**config.mk**
```make
export PLATFORM = sky130hd
export DESIGN_NAME = muldiv_unit
export DESIGN_NICKNAME = d
export VERILOG_FILES = /design/src/rtl/muldiv_unit.sv
export SDC_FILE = /design/constraint.sdc
export NUM_CORES = 2
export LEC_CHECK = 0
export BUFFER_PORTS_ARGS = -buffer_cell sky130_fd_sc_hd__buf_2
export CORE_UTILIZATION = 65
export CTS_CLUSTER_DIAMETER = 200
export CTS_CLUSTER_SIZE = 28
export DETAILED_ROUTE_END_ITERATION = 10
export PLACE_DENSITY = 0.83
export SETUP_SLACK_MARGIN = 0.15
export SLEW_MARGIN = 20
export SYNTH_ARGS = -nofsm -noshare
export SYNTH_HDL_FRONTEND = slang
export SYNTH_SLANG_ARGS = --single-unit
export TNS_END_PERCENT = 5
```
**constraint.sdc**
```tcl
create_clock -name clk -period 11.25 [get_ports clk]
set_input_delay 1.125 -clock clk [delete_from_list [all_inputs] [get_ports clk]]
set_output_delay 1.125 -clock clk [all_outputs]
set_load 0.02 [all_outputs]
```
**src/rtl/muldiv_unit.sv**
```systemverilog
// -----------------------------------------------------------------------------
// muldiv_unit
//
// Multi-cycle multiply/divide unit owning the architectural HI/LO registers.
// Accepts MULT, MULTU, DIV, DIVU, MTHI and MTLO from the execute stage and
// exposes HI/LO continuously for MFHI/MFLO. Multiplies complete after
// MULT_STAGES cycles; divides run a radix-2 restoring divider on operand
// magnitudes (32 iterations plus one sign-fix cycle). Divide by zero finishes
// in a single cycle with LO = all ones and HI = dividend.
//
// Parameters
//   MULT_STAGES  multiply latency in cycles, legal range 1..4
//
// Ports
//   clk       in   clock
//   reset     in   synchronous active-high reset
//   in_valid  in   decoded instruction presented
//   in_ready  out  unit can accept (state is IDLE)
//   in_op     in   decoded opcode (MIPS funct encoding for the muldiv group)
//   in_a      in   rs value: dividend / multiplicand / MTHI-MTLO data
//   in_b      in   rt value: divisor / multiplier
//   flush     in   abort in-flight operation, suppress same-cycle accept
//   hi        out  architectural HI
//   lo        out  architectural LO
//   busy      out  multi-cycle operation in flight
//   done      out  one-cycle pulse after a MULT/DIV has updated HI/LO
// -----------------------------------------------------------------------------
module muldiv_unit #(
    parameter int MULT_STAGES = 2
) (
    input  logic        clk,
    input  logic        reset,
    input  logic        in_valid,
    output logic        in_ready,
    input  logic [5:0]  in_op,
    input  logic [31:0] in_a,
    input  logic [31:0] in_b,
    input  logic        flush,
    output logic [31:0] hi,
    output logic [31:0] lo,
    output logic        busy,
    output logic        done
);

    // Opcodes of the muldiv group; any other in_op value is ignored.
    localparam logic [5:0] OP_MTHI  = 6'h11;
    localparam logic [5:0] OP_MTLO  = 6'h13;
    localparam logic [5:0] OP_MULT  = 6'h18;
    localparam logic [5:0] OP_MULTU = 6'h19;
    localparam logic [5:0] OP_DIV   = 6'h1A;
    localparam logic [5:0] OP_DIVU  = 6'h1B;

    localparam logic [4:0] MUL_LOAD = 5'(MULT_STAGES - 1);
    localparam logic [4:0] DIV_LAST = 5'd31;

    typedef enum logic [2:0] {
        S_IDLE,
        S_MUL,
        S_DIV,
        S_FIX,
        S_DZ
    } state_t;

    state_t      r_state;
    state_t      w_state_nxt;

    // Architectural registers and completion pulse.
    logic [31:0] r_hi;
    logic [31:0] r_lo;
    logic        r_done;

    // Operation context captured at accept.
    logic [4:0]  r_cnt;
    logic [31:0] r_ma;
    logic [31:0] r_mb;
    logic        r_mul_signed;
    logic [31:0] r_rem;
    logic [31:0] r_quo;
    logic [31:0] r_dvs;
    logic        r_neg_q;
    logic        r_neg_r;
    logic [31:0] r_dz_a;

    // Decode and handshake.
    logic        w_accept;
    logic        w_is_mul;
    logic        w_is_div;
    logic        w_div_signed;
    logic [31:0] w_abs_a;
    logic [31:0] w_abs_b;

    // Completion strobes (already qualified by ~flush).
    logic        w_mul_fin;
    logic        w_fix_fin;
    logic        w_dz_fin;

    // Multiplier and divider datapath.
    logic [63:0] w_mul_a64;
    logic [63:0] w_mul_b64;
    logic [63:0] w_product;
    logic [32:0] w_shift;
    logic        w_sub_ok;
    logic [31:0] w_diff;
    logic [31:0] w_quo_fix;
    logic [31:0] w_rem_fix;

    // -------------------------------------------------------------------------
    // Decode
    // -------------------------------------------------------------------------
    assign in_ready     = (r_state == S_IDLE);
    assign busy         = (r_state != S_IDLE);
    assign done         = r_done;
    assign hi           = r_hi;
    assign lo           = r_lo;

    assign w_accept     = in_valid & in_ready & ~flush;
    assign w_is_mul     = (in_op == OP_MULT) | (in_op == OP_MULTU);
    assign w_is_div     = (in_op == OP_DIV)  | (in_op == OP_DIVU);
    assign w_div_signed = (in_op == OP_DIV);

    // Magnitudes for the signed divide; 0x80000000 maps onto itself, which is
    // the correct unsigned magnitude of -2^31.
    assign w_abs_a = (w_div_signed && in_a[31]) ? (32'd0 - in_a) : in_a;
    assign w_abs_b = (w_div_signed && in_b[31]) ? (32'd0 - in_b) : in_b;

    assign w_mul_fin = (r_state == S_MUL) && (r_cnt == 5'd0) && !flush;
    assign w_fix_fin = (r_state == S_FIX) && !flush;
    assign w_dz_fin  = (r_state == S_DZ)  && !flush;

    // -------------------------------------------------------------------------
    // Multiplier: extending both operands to 64 bits (sign or zero) and keeping
    // the low 64 bits of the product gives the exact signed or unsigned result.
    // The operands are held stable for MULT_STAGES cycles, which is the
    // multicycle budget of this path.
    // -------------------------------------------------------------------------
    assign w_mul_a64 = {{32{r_mul_signed & r_ma[31]}}, r_ma};
    assign w_mul_b64 = {{32{r_mul_signed & r_mb[31]}}, r_mb};
    assign w_product = w_mul_a64 * w_mul_b64;

    // -------------------------------------------------------------------------
    // Restoring divider step: shift the next dividend bit into the partial
    // remainder and subtract the divisor when it fits. The shifted value can
    // reach 33 bits, but whenever the subtraction is taken the difference is
    // below the divisor, so 32 bits hold it exactly.
    // -------------------------------------------------------------------------
    assign w_shift  = {r_rem, r_quo[31]};
    assign w_sub_ok = w_shift[32] | (w_shift[31:0] >= r_dvs);
    assign w_diff   = w_shift[31:0] - r_dvs;

    assign w_quo_fix = r_neg_q ? (32'd0 - r_quo) : r_quo;
    assign w_rem_fix = r_neg_r ? (32'd0 - r_rem) : r_rem;

    // -------------------------------------------------------------------------
    // FSM: state register
    // -------------------------------------------------------------------------
    // NOTE: clocked state uses non-blocking assignments so every flop samples
    // pre-edge values regardless of process evaluation order.
    always_ff @(posedge clk) begin
        if (reset) begin
            r_state <= S_IDLE;
        end else begin
            r_state <= w_state_nxt;
        end
    end

    // -------------------------------------------------------------------------
    // FSM: next-state logic
    // -------------------------------------------------------------------------
    // NOTE: the default at the top keeps every path assigned, so no latch is
    // inferred for w_state_nxt.
    always_comb begin
        w_state_nxt = r_state;
        case (r_state)
            S_IDLE: begin
                if (w_accept) begin
                    if (w_is_mul) begin
                        w_state_nxt = S_MUL;
                    end else if (w_is_div) begin
                        w_state_nxt = (in_b == 32'd0) ? S_DZ : S_DIV;
                    end
                end
            end
            S_MUL: begin
                if (r_cnt == 5'd0) begin
                    w_state_nxt = S_IDLE;
                end
            end
            S_DIV: begin
                if (r_cnt == DIV_LAST) begin
                    w_state_nxt = S_FIX;
                end
            end
            S_FIX:   w_state_nxt = S_IDLE;
            S_DZ:    w_state_nxt = S_IDLE;
            default: w_state_nxt = S_IDLE;
        endcase
        // Flush wins over everything; in IDLE the accept is already blocked.
        if (flush) begin
            w_state_nxt = S_IDLE;
        end
    end

    // -------------------------------------------------------------------------
    // Operation context: counter, operands and divider working registers.
    // -------------------------------------------------------------------------
    // NOTE: these registers carry no reset; they are always loaded at accept
    // before any state consumes them, so resetting them would only add fanout.
    always_ff @(posedge clk) begin
        if (w_accept) begin
            r_cnt        <= w_is_mul ? MUL_LOAD : 5'd0;
            r_ma         <= in_a;
            r_mb         <= in_b;
            r_mul_signed <= (in_op == OP_MULT);
            r_rem        <= 32'd0;
            r_quo        <= w_abs_a;
            r_dvs        <= w_abs_b;
            r_neg_q      <= w_div_signed & (in_a[31] ^ in_b[31]);
            r_neg_r      <= w_div_signed & in_a[31];
            r_dz_a       <= in_a;
        end else begin
            case (r_state)
                S_MUL: begin
                    r_cnt <= r_cnt - 5'd1;
                end
                S_DIV: begin
                    r_cnt <= r_cnt + 5'd1;
                    r_rem <= w_sub_ok ? w_diff : w_shift[31:0];
                    r_quo <= {r_quo[30:0], w_sub_ok};
                end
                default: begin
                end
            endcase
        end
    end

    // -------------------------------------------------------------------------
    // HI/LO and done. MT* writes happen only in IDLE and completions only in
    // busy states, so at most one writer is active per cycle.
    // -------------------------------------------------------------------------
    always_ff @(posedge clk) begin
        if (reset) begin
            r_hi   <= 32'd0;
            r_lo   <= 32'd0;
            r_done <= 1'b0;
        end else begin
            r_done <= 1'b0;
            if (w_accept && (in_op == OP_MTHI)) begin
                r_hi <= in_a;
            end
            if (w_accept && (in_op == OP_MTLO)) begin
                r_lo <= in_a;
            end
            if (w_mul_fin) begin
                r_hi   <= w_product[63:32];
                r_lo   <= w_product[31:0];
                r_done <= 1'b1;
            end
            if (w_fix_fin) begin
                r_hi   <= w_rem_fix;
                r_lo   <= w_quo_fix;
                r_done <= 1'b1;
            end
            if (w_dz_fin) begin
                r_hi   <= r_dz_a;
                r_lo   <= 32'hFFFF_FFFF;
                r_done <= 1'b1;
            end
        end
    end

endmodule

```
# Yosys cells after proc, flatten, opt, wreduce, memory -nomap -nowiden
# Cells that the tools add are included.
# Widths: inputs -> output; s select.
# totals
register_bits	236
latch_bits	0
mem_bits_rw	0
romBits	0
inputBits	74
output_inout_bits	67
word_cells	95
n_memories	0
# classes
add_sub_neg	7
multipliers	1
div	0
magnitude_cmp	1
eq_ne	15
shift	0
mux	28
bitwise	11
reduce_logical	19
# op_table
op	count
$mux 32	15
$sub 1x32->32 const A	4
$mul 33x33->64	1
$eq 6x5->1 const B	6
$ge 32x32->1	1
$logic_not 32->1	1
$sub 32x32->32	1
$mux 3	6
$pmux 5 s2	1
$pmux 3 s3	1
$logic_and 1x1->1	8
$reduce_bool 4->1	2
$and 1x1->1	6
$eq 3x2->1 const B	2
$reduce_bool 3->1	2
$add 5x1->5 const B	1
$eq 5x5->1 const B	1
$logic_not 5->1	1
$mux 5	1
$sub 5x1->5 const B	1
$mux 1	4
$ne 2x1->1 const B	2
$reduce_and 4->1	1
$eq 3x1->1 const B	1
other kinds (10)	12

# Logic depth before layout (Yosys ltp)
# logic_depth
depth_word	8
mapped_depth	30
depth_no_buf	28

# Worst setup path before layout
# No wires, ideal clock.
# synth_timing
kind	flip-flop to flip-flop
start	register, netlist name r_dz_a[31]
end	register r_hi[27] (netlist: hi[27])
setup_time_ps	133
arrival_time_ps	7667
t_required_ps	11117
path_slack_ps	3450
path_stages_with_launch	29
n_path_buf	2
period_less_slack_ps	7800
path_cell_list	edfxtp_1 > and2_1 > clkbuf_1 > nand2_1 > inv_1 > fa_1 > inv_1 > fa_1 > inv_1 > fa_1 > fa_1 > inv_1 > fa_1 > inv_1 > fa_1 > inv_1 > fa_1 > fa_1 > inv_1 > ha_1 > clkbuf_1 > a21o_1 > a21o_1 > a21oi_1 > o21ai_0 > a2111oi_0 > nor3_1 > o41ai_1 > a31oi_1
# synth_rtl
item	line_no	rtl
to (signal assigned)	248	r_hi <= in_a;
to (signal assigned)	254	r_hi <= w_product[63:32];
to (signal assigned)	259	r_hi <= w_rem_fix;
to (decl)	68	logic [31:0] r_hi;

# Worst setup path after layout
# layout_timing
start	register r_mul_signed
end	register r_hi[23] (netlist: hi[23])
# layout_between
elab_chain_len	5
elab_cells_between_ends	6
# layout_lines
item	line_no	rtl
from (decl)	76	logic r_mul_signed;
from (signal assigned)	213	r_mul_signed <= (in_op == OP_MULT);
$and 1x1->1 (on tied branches)	136, 137	
$mul 33x33->64 *	138	assign w_product = w_mul_a64 * w_mul_b64;
$mux 32 *	253	if (w_mul_fin) begin
$mux 32 *	258	if (w_fix_fin) begin
$mux 32 *	263	if (w_dz_fin) begin
to (signal assigned)	254	
to (signal assigned)	259	
to (signal assigned)	264	r_hi <= r_dz_a;
# Mark *: on every way between the ends. The rest lies on a longest branch, timed or not.
# A chain may end at the register's enable or synchronous reset.

==> results.tsv <==
stage	metric	value	unit
layout	layout cell share with drive strength beyond 1	0.0507	
clocking	hold_buf cts	0	
drt	drt wl/cell	21.6	µm
drt	DRC violations left	0	
run	max-cap viol count	0	
floorplan	die area	0.0806	mm²
clocking	H-tree levels	1	
layout	# fillers	5899	
synth	syn nets	7171	
drt	drt pass-1 iters	6	
grt	met3 usage	0.0744	
drt	initial DRC count	4086	
layout	most frequent cells in the layout	inv_1, fa_1, nand2_1, and2_1, ha_1	
floorplan	Die H	284	µm
grt	largest net degree at the start of global routing	72	
clocking	clock buffer count from CTS	12	
clocking	clk sinks	235	
clocking	Longest Clk Path Bufs	3	
grt	GR Util met1	0.462	
clocking	post-CTS setup buffers	0	
synth	post-synth cell types	75	
sta	Worst-Margin Slew	1.25	ns
synth	Post-synth ARST share	0	
placement	Placer Congestion	1.02	
critical_path	Worst EP arrival	10.17	ns
synth	Main synth FF type	edfxtp_1	
sta	max-slew violation count	0	
sta	RSZ-0062 raised after global routing	no	
layout	final core utilization	0.687	
drt	final wirelength	145	mm
grt	global route overflow	0	
grt	met2 Use GR	0.599	
synth	syn_area_per_cell	9.03	µm²
sta	final hold vios	0	
layout	Area Overhead vs Synth	3.78	%
layout	Register Area	0.00606	mm²
clocking	Worst-Skew Late Latency	0.52	ns
worst_hold_path	Worst Hold Class	flop to flop	
critical_path	Req. time, crit path	11.67	ns
clocking	Worst-path clk slew	0.11	ns
clocking	CTS root buf	clkbuf_16	
sta	min cycle time layout	9.75	ns
sta	period utilisation layout	0.867	
grt	first-pass GRT wire length	232	mm
grt	grt peak-use layer	met2	
placement	Final HPWL DP	115	mm
critical_path	critical path fanouts, max	21	
clocking	TritonCTS clock tree	done	
outcome	status	finished, final reports clean	
floorplan	area of the core	0.0780	mm²
drt	via count	40600	
placement	I/O Buffers	140	
drt	ANT nets after route	0	
sta	Setup violations, final	0	
floorplan	Starting Density	0.662	
layout	nets	7107	
critical_path	startpoint types	flop	
synth	EDFF count, synth	135	
layout	most common cell after layout, fill and taps aside	inv_1	
sta	Final Skew	0.0538	ns
synth	Synth Instances	5719	
critical_path	critical path class	flop to flop	
critical_path	Worst setup EP type	flop	
layout	multi-input logic area	0.0400	mm²
sta	f_max	0.103	GHz
grt	GRT Util Overall	0.370	
synth	Yosys reg bits	235	
grt	initial antenna violation count	8	
floorplan	Ports	141	
sta	Rel. slew slack	0.169	
synth	register area share after synthesis	0.117	
synth	synthesized area	0.0516	mm²
floorplan	FP Rows	102	
floorplan	Chip Width	284	µm
grt	vias in the first global route	43100	
clocking	post-cts sizing count	0	
synth	synth warn	0	
drt	DR vias/cell	6.05	
sta	setup_tns	0	ns
[per-layer routing]
layer,wire [µm],vias to the layer above
met2,68900,2268
met3,15100,581
met1,50600,20400
met4,10100,12
met5,114,-
li1,-,17300
[kinds of logic (layout without fill, tap and decap cells)]
kind of cell / after synthesis / after routing / share of synthesized area
other: 0 / 3 / 0
AOI/OAI and AO/OA: 645 / 645 / 0.0797
adders and majority gates: 1378 / 1378 / 0.498
muxes: 23 / 23 / 0.00446
and+or+nand+nor: 1732 / 1732 / 0.156
DFF: 235 / 235 / 0.117
xor gates and xnor gates: 216 / 216 / 0.0366
buffers and inverters: 1490 / 1432 / 0.108
[cell type report]
type                       instances  area share
antenna                            3    0.000140
tap                             1040      0.0243
multi-input combinational       3994       0.747
sequential                       235       0.113
clock buffer                      19     0.00649
timing repair buffer             227      0.0257
clock inverter                     1    0.000374
inverter                        1185      0.0831
[per-stage QoR]
stage | setup slack [ns] | hold WS, ns | instances | area (µm²)
3_3_place_gp | 1.93 | 0.476 | 6679 | 53200
3_5_place_dp | 1.66 | 0.483 | 6679 | 53200
4_1_cts | 1.59 | 0.502 | 6699 | 53500
5_1_grt | 0.924 | 0.522 | 6702 | 53600
2_1_floorplan | 3.45 | 0.476 | 5719 | 51600
6_report | 1.50 | 0.501 | 6704 | 53600
[flip-flops by register name, indices dropped and copies added (netlist names)]
signal / count
r_dz_a: 32
r_dvs: 31
r_mb: 32
r_neg_r: 1
done: 1
r_quo: 32
r_rem: 32
lo: 32
r_state: 3
r_mul_signed: 1
r_cnt: 5
hi: 32
r_neg_q: 1
[worst max-delay path, cell delays in order, from the launching register on]
cell       delay, ns
edfxtp_1        0.98
and2_1          0.73
nand2_1         0.27
inv_1           0.15
fa_1            0.40
inv_1           0.24
fa_1            0.51
inv_1           0.21
fa_1            0.48
fa_1            0.84
inv_1           0.34
fa_1            0.56
inv_1           0.06
fa_1            0.54
inv_1           0.05
fa_1            0.45
fa_1            0.49
inv_1           0.04
ha_1            0.37
a21o_1          0.20
a21o_1          0.17
a21oi_1         0.13
o21ai_0         0.15
a2111oi_0       0.72
nor2_1          0.14
xnor2_1         0.16
a211oi_1        0.25
[path summary, 6_finish.rpt]
kind	start	end	slack, ns	cells after the start
setup / recovery	r_mul_signed	hi[23]	1.50	26
hold reg to reg	lo[12]	lo[12]	0.50	2
setup reg to reg	r_mul_signed	hi[23]	1.50	26
hold / removal	lo[12]	lo[12]	0.50	2
[synth_stat cells (17+ instances only)]
cell	n	area, µm²
clkbuf_1	297	1110
xnor2_1	130	1140
o31ai_1	32	240
nand3_1	56	280
a211oi_1	39	293
dfxtp_1	100	2000
nor2_1	199	747
edfxtp_1	135	4050
o21ai_0	171	856
a31oi_1	31	194
nor3_1	57	285
nand2b_1	17	106
and3_1	30	188
a21oi_1	157	786
inv_1	1184	4440
and2_1	355	2220
fa_1	1127	22600
o211ai_1	24	180
a21o_1	44	330
nor4_1	20	125
nand4_1	18	113
nand2_1	906	3400
ha_1	251	3140
xor2_1	86	753
mux2i_1	23	230
Power is left out: the tool's default activity adds up to more than one toggle a clock period on the data nets, which glitch-free logic cannot reach.
